===== src/rtl/xy_position_datapath_if.sv =====
// Purpose : Command/status bundle between the XY motion FSM and the position
//           datapath.
// Signals : init, capt_enbl, x/y_count_en, x/y_up1_dwn0, x/y_target_in (FSM -> datapath)
//           x/y_pos, x/y_target, x/y_comp_eq/gt/lt, step_tick (datapath -> FSM)
// Modports: master = FSM side, slave = datapath side.
interface xy_position_datapath_if #(
    parameter int unsigned WIDTH = 8
);
    logic             init;
    logic             capt_enbl;
    logic             x_count_en;
    logic             x_up1_dwn0;
    logic             y_count_en;
    logic             y_up1_dwn0;
    logic [WIDTH-1:0] x_target_in;
    logic [WIDTH-1:0] y_target_in;

    logic [WIDTH-1:0] x_pos;
    logic [WIDTH-1:0] y_pos;
    logic [WIDTH-1:0] x_target;
    logic [WIDTH-1:0] y_target;
    logic             x_comp_eq;
    logic             x_comp_gt;
    logic             x_comp_lt;
    logic             y_comp_eq;
    logic             y_comp_gt;
    logic             y_comp_lt;
    logic             step_tick;

    modport master (
        output init, capt_enbl, x_count_en, x_up1_dwn0, y_count_en, y_up1_dwn0,
               x_target_in, y_target_in,
        input  x_pos, y_pos, x_target, y_target,
               x_comp_eq, x_comp_gt, x_comp_lt,
               y_comp_eq, y_comp_gt, y_comp_lt, step_tick
    );

    modport slave (
        input  init, capt_enbl, x_count_en, x_up1_dwn0, y_count_en, y_up1_dwn0,
               x_target_in, y_target_in,
        output x_pos, y_pos, x_target, y_target,
               x_comp_eq, x_comp_gt, x_comp_lt,
               y_comp_eq, y_comp_gt, y_comp_lt, step_tick
    );
endinterface


===== src/rtl/xy_position_datapath.sv =====
// Purpose : Holds captured X/Y targets and X/Y position counters, steps the
//           positions at a prescaled rate under FSM command, and reports
//           unsigned eq/gt/lt comparisons of position against target.
// Ports   : clk   - system clock, rising-edge
//           reset - synchronous, active-high
//           bus   - slave side of xy_position_datapath_if (commands in,
//                   positions/targets/flags/step_tick out)
// Notes   : positions and targets are registered; comparator flags and
//           step_tick are combinational from registered state and enables.
module xy_position_datapath #(
    parameter int unsigned WIDTH    = 8,
    parameter int unsigned STEP_DIV = 4
) (
    input  logic                  clk,
    input  logic                  reset,
    xy_position_datapath_if.slave bus
);

    localparam int unsigned PW = (STEP_DIV > 1) ? $clog2(STEP_DIV) : 1;
    localparam logic [PW-1:0]    PRESC_MAX = PW'(STEP_DIV - 1);
    localparam logic [WIDTH-1:0] POS_MAX   = '1;

    logic [WIDTH-1:0] x_pos_q, x_pos_d;
    logic [WIDTH-1:0] y_pos_q, y_pos_d;
    logic [WIDTH-1:0] x_tgt_q, x_tgt_d;
    logic [WIDTH-1:0] y_tgt_q, y_tgt_d;
    logic [PW-1:0]    presc_q, presc_d;

    logic any_en;
    logic at_max;
    logic step_tick_c;

    // Saturating one-unit move: never wraps past 0 or the all-ones value.
    function automatic logic [WIDTH-1:0] step_pos(input logic [WIDTH-1:0] pos,
                                                  input logic             up);
        logic [WIDTH-1:0] res;
        res = pos;
        if (up) begin
            if (pos != POS_MAX) res = pos + WIDTH'(1);
        end else begin
            if (pos != '0) res = pos - WIDTH'(1);
        end
        return res;
    endfunction

    assign any_en = bus.x_count_en | bus.y_count_en;
    assign at_max = (presc_q == PRESC_MAX);

    // A tick is suppressed whenever a higher-priority action owns the edge.
    assign step_tick_c = any_en & at_max & ~reset & ~bus.init & ~bus.capt_enbl;

    // Next-state: init > capture > counting > idle.
    always_comb begin
        x_pos_d = x_pos_q;
        y_pos_d = y_pos_q;
        x_tgt_d = x_tgt_q;
        y_tgt_d = y_tgt_q;
        presc_d = presc_q;

        if (bus.init) begin
            x_pos_d = '0;
            y_pos_d = '0;
            x_tgt_d = '0;
            y_tgt_d = '0;
            presc_d = '0;
        end else if (bus.capt_enbl) begin
            x_tgt_d = bus.x_target_in;
            y_tgt_d = bus.y_target_in;
            presc_d = '0;
        end else if (any_en) begin
            if (at_max) begin
                presc_d = '0;
                if (bus.x_count_en) x_pos_d = step_pos(x_pos_q, bus.x_up1_dwn0);
                if (bus.y_count_en) y_pos_d = step_pos(y_pos_q, bus.y_up1_dwn0);
            end else begin
                presc_d = presc_q + PW'(1);
            end
        end else begin
            // Losing both enables discards any partial prescale.
            presc_d = '0;
        end
    end

    // State registers.
    always_ff @(posedge clk) begin
        if (reset) begin
            x_pos_q <= '0;
            y_pos_q <= '0;
            x_tgt_q <= '0;
            y_tgt_q <= '0;
            presc_q <= '0;
        end else begin
            x_pos_q <= x_pos_d;
            y_pos_q <= y_pos_d;
            x_tgt_q <= x_tgt_d;
            y_tgt_q <= y_tgt_d;
            presc_q <= presc_d;
        end
    end

    assign bus.x_pos     = x_pos_q;
    assign bus.y_pos     = y_pos_q;
    assign bus.x_target  = x_tgt_q;
    assign bus.y_target  = y_tgt_q;
    assign bus.step_tick = step_tick_c;

    // Unsigned comparators from registered state only.
    assign bus.x_comp_eq = (x_pos_q == x_tgt_q);
    assign bus.x_comp_gt = (x_pos_q >  x_tgt_q);
    assign bus.x_comp_lt = (x_pos_q <  x_tgt_q);
    assign bus.y_comp_eq = (y_pos_q == y_tgt_q);
    assign bus.y_comp_gt = (y_pos_q >  y_tgt_q);
    assign bus.y_comp_lt = (y_pos_q <  y_tgt_q);

endmodule

===== src/flat_wrapper.sv =====
// flat-port wrapper written by rule: the top's interface ports become plain ports
module xy_position_datapath_flat 
#(
    parameter int unsigned WIDTH    = 8,
    parameter int unsigned STEP_DIV = 4
)
  (clk, reset, bus_init, bus_capt_enbl, bus_x_count_en, bus_x_up1_dwn0, bus_y_count_en, bus_y_up1_dwn0, bus_x_target_in, bus_y_target_in, bus_x_pos, bus_y_pos, bus_x_target, bus_y_target, bus_x_comp_eq, bus_x_comp_gt, bus_x_comp_lt, bus_y_comp_eq, bus_y_comp_gt, bus_y_comp_lt, bus_step_tick);
  xy_position_datapath_if #(.WIDTH(WIDTH)) bus_i ();
  input  logic clk;
  input  logic reset;
  input wire logic [$bits(bus_i.init)-1:0] bus_init;
  input wire logic [$bits(bus_i.capt_enbl)-1:0] bus_capt_enbl;
  input wire logic [$bits(bus_i.x_count_en)-1:0] bus_x_count_en;
  input wire logic [$bits(bus_i.x_up1_dwn0)-1:0] bus_x_up1_dwn0;
  input wire logic [$bits(bus_i.y_count_en)-1:0] bus_y_count_en;
  input wire logic [$bits(bus_i.y_up1_dwn0)-1:0] bus_y_up1_dwn0;
  input wire logic [$bits(bus_i.x_target_in)-1:0] bus_x_target_in;
  input wire logic [$bits(bus_i.y_target_in)-1:0] bus_y_target_in;
  output wire logic [$bits(bus_i.x_pos)-1:0] bus_x_pos;
  output wire logic [$bits(bus_i.y_pos)-1:0] bus_y_pos;
  output wire logic [$bits(bus_i.x_target)-1:0] bus_x_target;
  output wire logic [$bits(bus_i.y_target)-1:0] bus_y_target;
  output wire logic [$bits(bus_i.x_comp_eq)-1:0] bus_x_comp_eq;
  output wire logic [$bits(bus_i.x_comp_gt)-1:0] bus_x_comp_gt;
  output wire logic [$bits(bus_i.x_comp_lt)-1:0] bus_x_comp_lt;
  output wire logic [$bits(bus_i.y_comp_eq)-1:0] bus_y_comp_eq;
  output wire logic [$bits(bus_i.y_comp_gt)-1:0] bus_y_comp_gt;
  output wire logic [$bits(bus_i.y_comp_lt)-1:0] bus_y_comp_lt;
  output wire logic [$bits(bus_i.step_tick)-1:0] bus_step_tick;
  assign bus_i.init = bus_init;
  assign bus_i.capt_enbl = bus_capt_enbl;
  assign bus_i.x_count_en = bus_x_count_en;
  assign bus_i.x_up1_dwn0 = bus_x_up1_dwn0;
  assign bus_i.y_count_en = bus_y_count_en;
  assign bus_i.y_up1_dwn0 = bus_y_up1_dwn0;
  assign bus_i.x_target_in = bus_x_target_in;
  assign bus_i.y_target_in = bus_y_target_in;
  assign bus_x_pos = bus_i.x_pos;
  assign bus_y_pos = bus_i.y_pos;
  assign bus_x_target = bus_i.x_target;
  assign bus_y_target = bus_i.y_target;
  assign bus_x_comp_eq = bus_i.x_comp_eq;
  assign bus_x_comp_gt = bus_i.x_comp_gt;
  assign bus_x_comp_lt = bus_i.x_comp_lt;
  assign bus_y_comp_eq = bus_i.y_comp_eq;
  assign bus_y_comp_gt = bus_i.y_comp_gt;
  assign bus_y_comp_lt = bus_i.y_comp_lt;
  assign bus_step_tick = bus_i.step_tick;
  xy_position_datapath #(.WIDTH(WIDTH), .STEP_DIV(STEP_DIV)) u_core (.clk(clk), .reset(reset), .bus(bus_i));
endmodule

===== config.mk =====
export PLATFORM = sky130hd
export DESIGN_NAME = xy_position_datapath_flat
export DESIGN_NICKNAME = d
export VERILOG_FILES = /design/src/rtl/xy_position_datapath_if.sv /design/src/rtl/xy_position_datapath.sv /design/src/flat_wrapper.sv
export SDC_FILE = /design/constraint.sdc
export NUM_CORES = 1
export LEC_CHECK = 0
export BUFFER_PORTS_ARGS = -buffer_cell sky130_fd_sc_hd__buf_2
export CAP_MARGIN = 40
export CORE_MARGIN = 10
export CORE_UTILIZATION = 39
export DETAILED_ROUTE_END_ITERATION = 7
export GPL_TIMING_DRIVEN = 1
export MAX_ROUTING_LAYER = met4
export SLEW_MARGIN = 10
export SYNTH_ARGS = -nofsm -noshare
export SYNTH_HDL_FRONTEND = slang
export SYNTH_SLANG_ARGS = --single-unit

===== constraint.sdc =====
create_clock -name clk -period 2.08 [get_ports clk]
set_input_delay 0.208 -clock clk [delete_from_list [all_inputs] [get_ports clk]]
set_output_delay 0.208 -clock clk [all_outputs]
set_load 0.02 [all_outputs]

### Word-level counts from Yosys, hierarchy flattened

Index checks and enable logic that the tools add are counted.
W data, S select, Z words.

* output and inout bits: 39
* flip-flop bits (word level): 34
* word-level logic and storage cells: 44
* input port bits: 24

* magnitude comparators: 4
* reductions and logical operators: 8
* eq/ne operators: 7
* bitwise operators: 9
* add/sub/neg operators: 5
* mux-type cells: 6

Operators by type and width (count)
* $mux W8: 6
* $add A8 B1 Y8 const B: 2
* $eq A8 B8 Y1: 2
* $gt A8 B8 Y1: 2
* $lt A8 B8 Y1: 2
* $ne A8 B8 Y1 const B: 2
* $reduce_bool A8 Y1: 2
* $sub A8 B1 Y8 const B: 2
* $reduce_and A6 Y1: 2
* $reduce_or A5 Y1: 1
* $and A1 B1 Y1: 4
* $ne A2 B1 Y1 const B: 2
* $not A1 Y1: 4
* $reduce_bool A2 Y1: 2
* $add A2 B1 Y2 const B: 1
* $eq A2 B2 Y1 const B: 1
* $reduce_or A2 Y1: 1
* $or A1 B1 Y1: 1

### Depth between registers and ports, before layout

Gate-level depths: netlist (run 1).

* depth after elaboration: 5
* depth in mapped cells: 7
* mapped depth without buffers: 7

### Worst setup path after synthesis (run 1)

OpenSTA, ideal clock, no wires.

* kind: reg2out
* start: register u_core.x_tgt_q[2], in the netlist u_core.bus.x_target[2]
* end: output port bus_x_comp_gt
* arrival time: 2.254 ns
* cell stages (with the launch flop): 7
* required time: 1.872 ns
* buffers on the path: 0
* path slack: -0.382 ns
* cell sequence: dfxtp_1 inv_1 ha_1 a21o_1 a221o_1 a221oi_1 nor2_1

* word-level cells in the longest chain between the ends: 1

RTL lines
* start, declared: RTL line xy_position_datapath.sv:25 `logic [WIDTH-1:0] x_tgt_q, x_tgt_d;`
* start signal, assigned: RTL line xy_position_datapath.sv:95 `x_tgt_q <= x_tgt_d;`
* $gt A8 B8 Y1: RTL line xy_position_datapath.sv:109 `assign bus.x_comp_gt = (x_pos_q > x_tgt_q);`
* end, declared: RTL line flat_wrapper.sv:24 `output wire logic [$bits(bus_i.x_comp_gt)-1:0] bus_x_comp_gt;`

No other way between the ends.

### Final worst setup path (run 1)

* start: register u_core.x_pos_q[2], in the netlist u_core.bus.x_pos[2]
* end: output port bus_x_comp_gt

* word-level cells in the longest chain between the ends: 1

RTL lines
* start, declared: RTL line xy_position_datapath.sv:23 `logic [WIDTH-1:0] x_pos_q, x_pos_d;`
* start signal, assigned: RTL line xy_position_datapath.sv:93 `x_pos_q <= x_pos_d;`
* $gt A8 B8 Y1: RTL line xy_position_datapath.sv:109

No other way between the ends.

==> run_results.csv, run 1 <==
group,metric,value,unit
run_status,status,"finished with violations",
yosys,synth_area,0.00230,mm2
critical_path,critPathMaxFanout,2,
grt,track_usage,13.4,%
critical_path,crit_path_max_incr_delay,360,ps
yosys,ys_types,42,
sta,rsz0062_at_grt,"true",
grt,grt_max_degree,29,
route,drc,0,
route,wirelength,6260,um
grt,antenna_found_initial,0,
route,vias,2101,
critical_path,slowest_stage,"dfxtp_4",
finish,postLayoutCellArea,0.00304,mm2
clocking,clkTransAtPathRegs,90,ps
critical_path,cp.arrival,1920,ps
yosys,synth_most_common_cell,"nor2_1",
pwr,total_power,1.68,mW
clocking,cts_root_buffer,"clkbuf_8",
critical_path,critPathBufInv,1,
placed_design,place_area,0.00276,mm2
floorplan,rows,27,
worst_hold_path,hold_path_startpoint,"bus_capt_enbl",
grt,grt_pass1_wl,10400,um
critical_path,cp-start-kind,"register",
sta,hold_ws,145,ps
yosys,ys_ff_latch,34,
yosys,synth_edf_count,0,
worst_hold_path,hold_depth,2,
clocking,cts_tree,"done",
finish,fin_util,54.1,%
sta,fin_ws,-46.1,ps
yosys,syn_inst,259,
grt,grt_pass1_vias,2209,
floorplan,ios,63,
grt,grt-ovfl-total,0,
worst_hold_path,holdPathEnd,"u_core.presc_q[0]$_SDFF_PP0_",
floorplan,dieArea,0.00938,mm2
placed_design,post-place-ws,93.6,ps
yosys,synthFlopType,"dfxtp_1",
sta,setup_viol,2,
critical_path,cp_cell_sequence,"ha_4, a21o_1, a221o_1, a221oi_4, nor2_2, buf_6",
placed_design,hpwlAfterDp,4710,um
placed_design,io_buffers,62,
placed_design,finalWeightedCongestion,0.842,
critical_path,reg2reg_slack,140,ps
floorplan,die-height,96.8,um
route,wl_per_cell,15.4,um
critical_path,cp-end-kind,"output port",
route,antenna_left,0,
clocking,cts.path.max_buffers,2,
yosys,synth_area_per_cell,8.89,um2
floorplan,fp.coreArea,0.00561,mm2
route,dr.pass1.iters,4,
finish,areaGrowthSynthToFinish,31.9,%
floorplan,initial_core_util,41.1,%
critical_path,timing.rr.end,"u_core.bus.y_pos[6]$_SDFFE_PP0P_",
yosys,synthTopCellsByCount,"37 x nor2_1, 34 x dfxtp_1, 29 x ha_1, 24 x mux2i_1",
finish,drive_above_1_share,33.0,%
yosys,yosys.area.top_type_share,29.6,%
sta,maxSlewViolCount,0,
sta,finalCritPeriodShare,102,%
clocking,ctsHtreeMaxLevel,2,
sta,period_needed,2130,ps
sta,max_freq,470,MHz
yosys,yosys_warnings,0,
floorplan,die_w,96.8,um
clocking,clkSinkCount,34,
critical_path,path_class,"register to output port",
sta,worst_slew_pin_slew,724,ps
route,via_per_inst,5.15,
finish,diodes,0,
job,maxCapViolCount,0,
yosys,async_reset_ff_share,0,%
clocking,worstSkewPairLatency,300,ps
critical_path,required,1870,ps
critical_path,cpLargestDelayFamily,"compound AO/OA/AOI/OAI gates",
worst_hold_path,hold_path.class,"input port to register",
pwr,p_leak,1.49,nW
pwr,powerDensity,553,mW/mm2
sta,hold_viol,0,
sta,slew_headroom,51.5,%
yosys,synth_fp_nets,314,
run_status,violations,"negative setup slack",
yosys,ys_seq_area_share,29.6,%
clocking,cts_inserted_buffers,5,
finish,final_nets,390,
yosys,yosysTopAreaCell,"dfxtp_1",
critical_path,reg2reg_depth,6,
critical_path,r2r_start,"u_core.bus.y_pos[1]$_SDFFE_PP0P_",
finish,fillers,526,
route,drtIter0Drc,32,
pwr,ir_drop,359,uV
sta,skew,14.4,ps
yosys,synth_area_leaders,"dfxtp_1 30%, ha_1 16%, mux2i_1 10%",
[state kept, by name, summed over array words and instances, names as in the netlist]
| register | count |
|---|---|
| u_core.bus.y_target | 8 |
| u_core.bus.y_pos | 8 |
| u_core.presc_q | 2 |
| u_core.bus.x_target | 8 |
| u_core.bus.x_pos | 8 |
[routing by layer]
layer	vias up	wire, um	GRT usage (%)	share of wire (%)
li1	1095	-	-	-
met1	949	3000	16.5	48
met2	49	3010	22.2	48
met3	8	189	2.41	3.0
met4	0	62	3.27	0.99
met5	-	0	-	0
[kinds of logic after synthesis]
logic type	synth area share (%)
AO/OA/AOI/OAI	18.5
XOR/XNOR	3.80
adder cells (fa/ha/maj)	17.5
buffers and inverters	4.18
flip-flops	29.6
multiplexers	10.4
AND/OR/NAND/NOR	16.0
[timing repair]
item	in CTS	in global routing
hold buffers	0	0
resized for setup	18	11
pin swaps	8	3
buffers inserted	5	0
endpoints found under the setup margin	4	7
[worst max path at each step]
stage | startpoint | endpoint | slack (ps) | cells past startpoint
final | u_core.bus.x_pos[2]$_SDFFE_PP0P_ | bus_x_comp_gt | -50 | 6
after detailed placement | bus_y_up1_dwn0 | u_core.bus.y_pos[6]$_SDFFE_PP0P_ | 90 | 8
after global placement | bus_y_up1_dwn0 | u_core.bus.y_pos[7]$_SDFFE_PP0P_ | 130 | 7
after floorplan | u_core.bus.x_target[3]$_SDFFE_PP0P_ | bus_x_comp_gt | 20 | 6
after CTS | u_core.bus.x_pos[1]$_SDFFE_PP0P_ | bus_x_comp_gt | -50 | 6
after global routing | u_core.bus.x_target[2]$_SDFFE_PP0P_ | bus_x_comp_gt | -110 | 7
[metrics by stage]
step,TNS [ps],instances
5_1_grt,-183,408
6_report,-63.9,408
3_3_place_gp,0,395
4_1_cts,-71.0,408
2_1_floorplan,0,259
3_5_place_dp,0,395
[power by group]
group / internal (mW) / leakage, nW / total, mW / switching [mW]
logic: 0.118 / 1.14 / 0.262 / 0.143
registers: 0.658 / 0.281 / 0.666 / 0.00834
clock network: 0.480 / 0.0683 / 0.750 / 0.269
[placed cells by master, fill, tap and decap left out, types with 4 or more instances in the layout]
cell type | synthesis | routed
a21o_1 | 9 | 9
mux2i_1 | 24 | 24
xnor2_1 | 4 | 4
a21oi_1 | 20 | 19
nand2_1 | 9 | 9
ha_1 | 29 | 25
buf_2 | 2 | 59
o211ai_1 | 5 | 5
o21ai_0 | 7 | 7
inv_1 | 20 | 16
buf_4 | 0 | 12
ha_4 | 0 | 4
clkbuf_8 | 0 | 5
xor2_1 | 6 | 6
dfxtp_1 | 34 | 24
nor2_1 | 37 | 36
a211oi_1 | 6 | 4
nand4_1 | 4 | 4
dfxtp_2 | 0 | 7
inv_2 | 0 | 4
[layout make-up]
class	count	area, um2	area share (%)
clock inverter	3	68.8	2.27
multi-input combinational	200	1610	53.2
inverter	20	75.1	2.47
timing repair buffer	74	419	13.8
clock buffer	5	68.8	2.27
tap	72	90.1	2.97
sequential	34	701	23.1
Power figures use the tool's default switching activity.
==> run 2, diff against run 1 <==
--- a/config.mk
+++ b/config.mk
@@ -5,6 +5,7 @@
 export SDC_FILE = /design/constraint.sdc
 export NUM_CORES = 1
 export LEC_CHECK = 0
+export ABC_AREA = 1
 export BUFFER_PORTS_ARGS = -buffer_cell sky130_fd_sc_hd__buf_2
 export CAP_MARGIN = 40
 export CORE_MARGIN = 10
@@ -12,6 +13,7 @@
 export DETAILED_ROUTE_END_ITERATION = 7
 export GPL_TIMING_DRIVEN = 1
 export MAX_ROUTING_LAYER = met4
+export REMOVE_ABC_BUFFERS = 1
 export SLEW_MARGIN = 10
 export SYNTH_ARGS = -nofsm -noshare
 export SYNTH_HDL_FRONTEND = slang
==> run_results.csv, run 2 <==
group,metric,value,unit
run_status,status,"finished clean",
clocking,hold_buffers,0,
sta,maxSlewViolCount,0,
clocking,cts_tree,"done",
finish,fillers,681,
floorplan,ios,63,
sta,slew_headroom,75.8,%
route,drc,0,
clocking,clkTransAtPathRegs,70,ps
finish,diodes,0,
finish,drive_above_1_share,24.7,%
grt,grt-ovfl-total,0,
yosys,synth_area_per_cell,6.52,um2
sta,skew,5.18,ps
critical_path,startpoint,"u_core.bus.y_pos[6]$_SDFFE_PP0P_",
yosys,synthFlopType,"dfxtp_1",
critical_path,cp-end-kind,"output port",
critical_path,cp.arrival,1690,ps
sta,hold_viol,0,
yosys,ys_types,26,
clocking,cts_inserted_buffers,5,
pwr,p_leak,1.76,nW
yosys,synth_most_common_cell,"nand2_1",
sta,finalCritPeriodShare,91.5,%
clocking,cts.path.max_buffers,2,
floorplan,initial_core_util,40.5,%
yosys,yosys.area.top_type_share,26.3,%
sta,max_freq,526,MHz
clocking,cts_root_buffer,"clkbuf_8",
finish,final_cell_mix,"105 x nand2_1, 64 x inv_1, 62 x buf_2, 43 x nor2_1",
worst_hold_path,hold_path.class,"input port to register",
critical_path,critPathMaxFanout,6,
critical_path,timing.rr.end,"u_core.bus.y_pos[5]$_SDFFE_PP0P_",
critical_path,critPathCapture,"bus_y_comp_gt",
placed_design,finalWeightedCongestion,0.849,
critical_path,required,1870,ps
pwr,powerDensity,465,mW/mm2
sta,period_needed,1900,ps
pwr,ir_drop,289,uV
sta,setup_viol,0,
placed_design,io_buffers,62,
critical_path,reg2reg_depth,8,
route,vias,2533,
route,wirelength,6480,um
finish,final_nets,519,
route,via_per_inst,4.67,
grt,grt_pass1_vias,2343,
floorplan,rows,29,
yosys,synth_edf_count,0,
sta,hold_ws,167,ps
critical_path,cp-start-kind,"register",
clocking,clkSinkCount,34,
yosys,yosys_warnings,0,
finish,fin_util,48.4,%
job,maxCapViolCount,0,
yosys,syn_inst,397,
route,drtIter0Drc,68,
yosys,yosysTopAreaCell,"dfxtp_1",
placed_design,hpwlAfterDp,5380,um
grt,grt_pass1_wl,10800,um
finish,layout_commonest_cell,"nand2_1",
critical_path,path_class,"register to output port",
floorplan,fp.coreArea,0.00639,mm2
yosys,ys_seq_area_share,26.3,%
yosys,synthTopCellsByCount,"105 x nand2_1, 64 x inv_1, 44 x nor2_1, 34 x dfxtp_1",
sta,worst_slew_pin_slew,363,ps
yosys,async_reset_ff_share,0,%
route,antenna_left,0,
grt,grt_max_degree,30,
critical_path,r2r_start,"u_core.bus.y_pos[2]$_SDFFE_PP0P_",
floorplan,die-height,101,um
sta,rsz0062_at_grt,"false",
grt,antenna_found_initial,0,
grt,track_usage,13.1,%
clocking,worstSkewPairLatency,290,ps
yosys,synth_area_leaders,"dfxtp_1 26%, nand2_1 15%, ha_1 14%",
clocking,post_cts_buffers,0,
route,dr.pass1.iters,5,
clocking,ctsHtreeMaxLevel,2,
floorplan,dieArea,0.0103,mm2
yosys,synth_area,0.00259,mm2
route,wl_per_cell,12.0,um
critical_path,reg2reg_slack,530,ps
floorplan,die_w,101,um
finish,areaGrowthSynthToFinish,19.4,%
sta,finalSetupTns,0,ps
yosys,ys_ff_latch,34,
-- run 2: changes by cell type in the layout (fill, tap and decap cells not counted), moves of 5 or more --
cell / previous run / this run
a21oi_1: 19 / 29
nand3_1: 2 / 21
nor2_1: 36 / 43
a21o_1: 9 / 0
nor2_2: 1 / 12
o21ai_0: 7 / 16
o211ai_1: 5 / 0
dfxtp_1: 24 / 29
mux2i_1: 24 / 0
buf_4: 12 / 5
nand2_2: 0 / 8
nand2_1: 9 / 105
inv_1: 16 / 64
-- run 2: final cells by class --
| cell class | instances | area (um2) | share of cell area, % |
|---|---|---|---|
| clock inverter | 1 | 5.00 | 0.162 |
| timing repair buffer | 67 | 348 | 11.3 |
| tap | 77 | 96.3 | 3.12 |
| multi-input combinational | 286 | 1600 | 51.9 |
| sequential | 34 | 687 | 22.2 |
| inverter | 70 | 263 | 8.51 |
| clock buffer | 7 | 86.3 | 2.79 |
-- run 2: worst max-delay path, cell delays in order (launching register included) --
cell     delay (ps)
dfxtp_1         440
ha_1            270
nand2_1          80
inv_1            40
nand3_1          80
inv_1            40
nand2_1          60
nand2_1          40
nor2_1          130
nor2_1           50
buf_2           170
-- run 2: cells by family (layout without fill, tap and decap cells) --
logic type	after synthesis	after routing	synth area share, %
XOR/XNOR	4	4	1.35
AO/OA/AOI/OAI	45	45	8.70
AND/OR/NAND/NOR	206	206	36.3
buffers and inverters	77	145	11.8
flip-flops	34	34	26.3
adder cells (fa/ha/maj)	31	31	15.6
-- run 2: how the worst min path moves through the flow --
| stage | from | endpoint | slack, ps | cells after the start |
|---|---|---|---|---|
| global placement | u_core.presc_q[0]$_SDFF_PP0_ | u_core.presc_q[0]$_SDFF_PP0_ | 410 | 1 |
| floorplan | bus_capt_enbl | u_core.bus.x_target[0]$_SDFFE_PP0P_ | 350 | 2 |
| CTS | bus_x_target_in[0] | u_core.bus.x_target[0]$_SDFFE_PP0P_ | 160 | 3 |
| finish | bus_y_target_in[0] | u_core.bus.y_target[0]$_SDFFE_PP0P_ | 170 | 3 |
| global route | bus_y_target_in[0] | u_core.bus.y_target[0]$_SDFFE_PP0P_ | 180 | 3 |
| detailed placement | u_core.presc_q[0]$_SDFF_PP0_ | u_core.presc_q[0]$_SDFF_PP0_ | 410 | 1 |
-- run 2: power breakdown --
group / internal, mW / total, mW / leakage, nW / switching, mW
clock network: 0.267 / 0.516 / 0.0482 / 0.248
registers: 0.664 / 0.672 / 0.279 / 0.00749
logic: 0.0886 / 0.250 / 1.43 / 0.161
-- run 2: what timing repair did --
| action | CTS | global route |
|---|---|---|
| hold endpoints to repair | 0 | 0 |
| gates resized for setup | 0 | 5 |
| endpoints found under the setup margin | 0 | 4 |
-- run 2: per-stage QoR --
| step | instance area (um2) | instances | power (mW) | worst slack (ps) |
|---|---|---|---|---|
| after floorplan | 2540 | 390 | 0.849 | 99.7 |
| after global placement | 2990 | 534 | 0.938 | 419 |
| after detailed placement | 2990 | 534 | 0.940 | 400 |
| after CTS | 3080 | 542 | 1.46 | 89.3 |
| after global routing | 3090 | 542 | 1.51 | 10.6 |
| final | 3090 | 542 | 1.44 | 177 |
-- run 2: per-layer routing --
layer | up-vias | global-route usage (%) | share of wire [%]
met1 | 1108 | 15.0 | 45
li1 | 1371 | - | -
met2 | 48 | 21.9 | 48
met5 | - | - | 0
met4 | 0 | 3.86 | 1.3
met3 | 6 | 3.61 | 6.2
==> run 3, diff against run 2 <==
--- a/config.mk
+++ b/config.mk
@@ -9,7 +9,7 @@
 export BUFFER_PORTS_ARGS = -buffer_cell sky130_fd_sc_hd__buf_2
 export CAP_MARGIN = 40
 export CORE_MARGIN = 10
-export CORE_UTILIZATION = 39
+export CORE_UTILIZATION = 30
 export DETAILED_ROUTE_END_ITERATION = 7
 export GPL_TIMING_DRIVEN = 1
 export MAX_ROUTING_LAYER = met4
==> run_results.csv, run 3 (same netlist as run 2, synthesis figures left out) <==
group,metric,value,unit
sta,slew_headroom,74.9,%
critical_path,critPathMaxFanout,6,
grt,grt_pass1_vias,2436,
placed_design,hpwlAfterDp,5620,um
grt,grt_pass1_wl,11300,um
finish,layout_commonest_cell,"nand2_1",
job,maxCapViolCount,0,
critical_path,required,1870,ps
clocking,hold_buffers,0,
finish,postLayoutCellArea,0.00313,mm2
clocking,clkSinkCount,34,
sta,maxSlewViolCount,0,
run_status,status,"finished clean",
clocking,cts.path.max_buffers,2,
clocking,ctsHtreeMaxLevel,2,
worst_hold_path,hold_path.class,"input port to register",
sta,hold_viol,0,
pwr,swShare,26.9,%
sta,setup_viol,0,
grt,track_usage,10.9,%
clocking,cts_root_buffer,"clkbuf_8",
sta,max_freq,519,MHz
grt,grt-ovfl-total,0,
grt,grt_max_degree,33,
clocking,worstSkewPairLatency,290,ps
route,wirelength,6740,um
route,antenna_left,0,
critical_path,cp.arrival,1720,ps
clocking,post_cts_buffers,0,
pwr,ir_drop,213,uV
route,dr.pass1.iters,4,
sta,skew,6.10,ps
critical_path,reg2reg_depth,8,
critical_path,cp-start-kind,"register",
critical_path,path_class,"register to output port",
pwr,power_frac_seq,44.2,%
placed_design,finalWeightedCongestion,0.874,
route,wl_per_cell,11.8,um
floorplan,initial_core_util,31.2,%
pwr,clkPwrFrac,39.5,%
floorplan,ios,63,
sta,period_needed,1930,ps
pwr,powerDensity,485,mW/mm2
worst_hold_path,hold_depth,3,
finish,areaGrowthSynthToFinish,21.1,%
floorplan,fp.coreArea,0.00830,mm2
route,drc,0,
placed_design,io_buffers,62,
critical_path,reg2reg_slack,520,ps
floorplan,die-height,113,um
clocking,cts_inserted_buffers,5,
grt,antenna_found_initial,0,
finish,drive_above_1_share,24.6,%
critical_path,timing.rr.end,"u_core.bus.y_pos[5]$_SDFFE_PP0P_",
critical_path,r2r_start,"u_core.bus.y_pos[2]$_SDFFE_PP0P_",
pwr,intPower,1.11,mW
clocking,cts_tree,"done",
floorplan,die_w,113,um
sta,worst_slew_pin_slew,376,ps
sta,rsz0062_at_grt,"false",
route,via_per_inst,4.44,
pwr,p_leak,1.76,nW
sta,hold_ws,171,ps
floorplan,dieArea,0.0127,mm2
finish,final_nets,518,
route,vias,2524,
floorplan,rows,33,
finish,final_cell_mix,"105 x nand2_1, 64 x inv_1, 62 x buf_2, 43 x nor2_1",
placed_design,place_area,0.00302,mm2
worst_hold_path,holdPathEnd,"u_core.bus.y_target[0]$_SDFFE_PP0P_",
route,drtIter0Drc,98,
clocking,clkTransAtPathRegs,70,ps
sta,finalCritPeriodShare,92.6,%
critical_path,cp-end-kind,"output port",
pwr,p_sw,0.410,mW
pwr,combinationalPowerShare,16.3,%
worst_hold_path,hold_path_startpoint,"bus_y_target_in[0]",
finish,diodes,0,
sta,finalSetupTns,0,ps
[run 3: cell count changes in the layout (fill, tap and decap cells not counted), sizes merged]
cell    change
buf         -1
bufinv      +1
clkinv      -1
[run 3: power groups by stage]
stage	clock network, mW	logic, mW	registers, mW
after global routing	0.644	0.283	0.673
after CTS	0.622	0.253	0.672
after global placement	0	0.249	0.687
after detailed placement	0	0.252	0.687
after floorplan	0	0.147	0.702
final	0.600	0.248	0.671
[run 3: worst max-delay path: stages, from the launching register on]
cell and delay, ps:
dfxtp_1 470, ha_1 300, a21oi_1 130, nor2_1 50, nor2_1 80, nand2_1 60
nor2_1 130, nor2_1 50, buf_2 170
[run 3: layout make-up]
class | count | area [um2]
fillers | 912 | 5170
multi-input cells | 286 | 1600
flip-flops and latches | 34 | 688
repair buffers | 66 | 340
inverters | 70 | 263
well taps | 105 | 131
clock buffers | 7 | 76.3
clock inverters | 1 | 30.0
[run 3: repair_timing]
item                                    CTS  global route
gates resized for setup                   0             6
endpoints found under the setup margin    0             4
hold endpoints to repair                  0             0
[run 3: worst max path at each step]
stage / to / startpoint / slack (ps)
final: bus_y_comp_gt / u_core.bus.y_pos[5]$_SDFFE_PP0P_ / 150
after floorplan: bus_x_comp_gt / u_core.bus.x_pos[0]$_SDFFE_PP0P_ / 100
after CTS: bus_x_comp_gt / u_core.bus.x_pos[1]$_SDFFE_PP0P_ / 30
after global placement: bus_x_comp_gt / u_core.bus.x_pos[1]$_SDFFE_PP0P_ / 350
after global routing: bus_y_comp_gt / u_core.bus.y_target[3]$_SDFFE_PP0P_ / 20
after detailed placement: bus_x_comp_gt / u_core.bus.x_pos[1]$_SDFFE_PP0P_ / 350
[run 3: routing by layer]
layer / vias to the layer above / routed length [um] / track usage [%]
li1: 1370 / - / -
met1: 1106 / 2980 / 12.0
met2: 41 / 3350 / 19.0
met3: 7 / 353 / 3.22
met4: 0 / 62 / 2.62
met5: - / 0 / -
[run 3: through the flow]
stage	std cells	util [%]	setup slack, ps	power, mW
6_report	569	37.8	154	1.52
5_1_grt	569	37.8	21.3	1.60
4_1_cts	569	37.7	27.9	1.55
3_5_place_dp	561	36.4	355	0.939
3_3_place_gp	561	36.4	345	0.936
2_1_floorplan	390	-	99.7	0.849
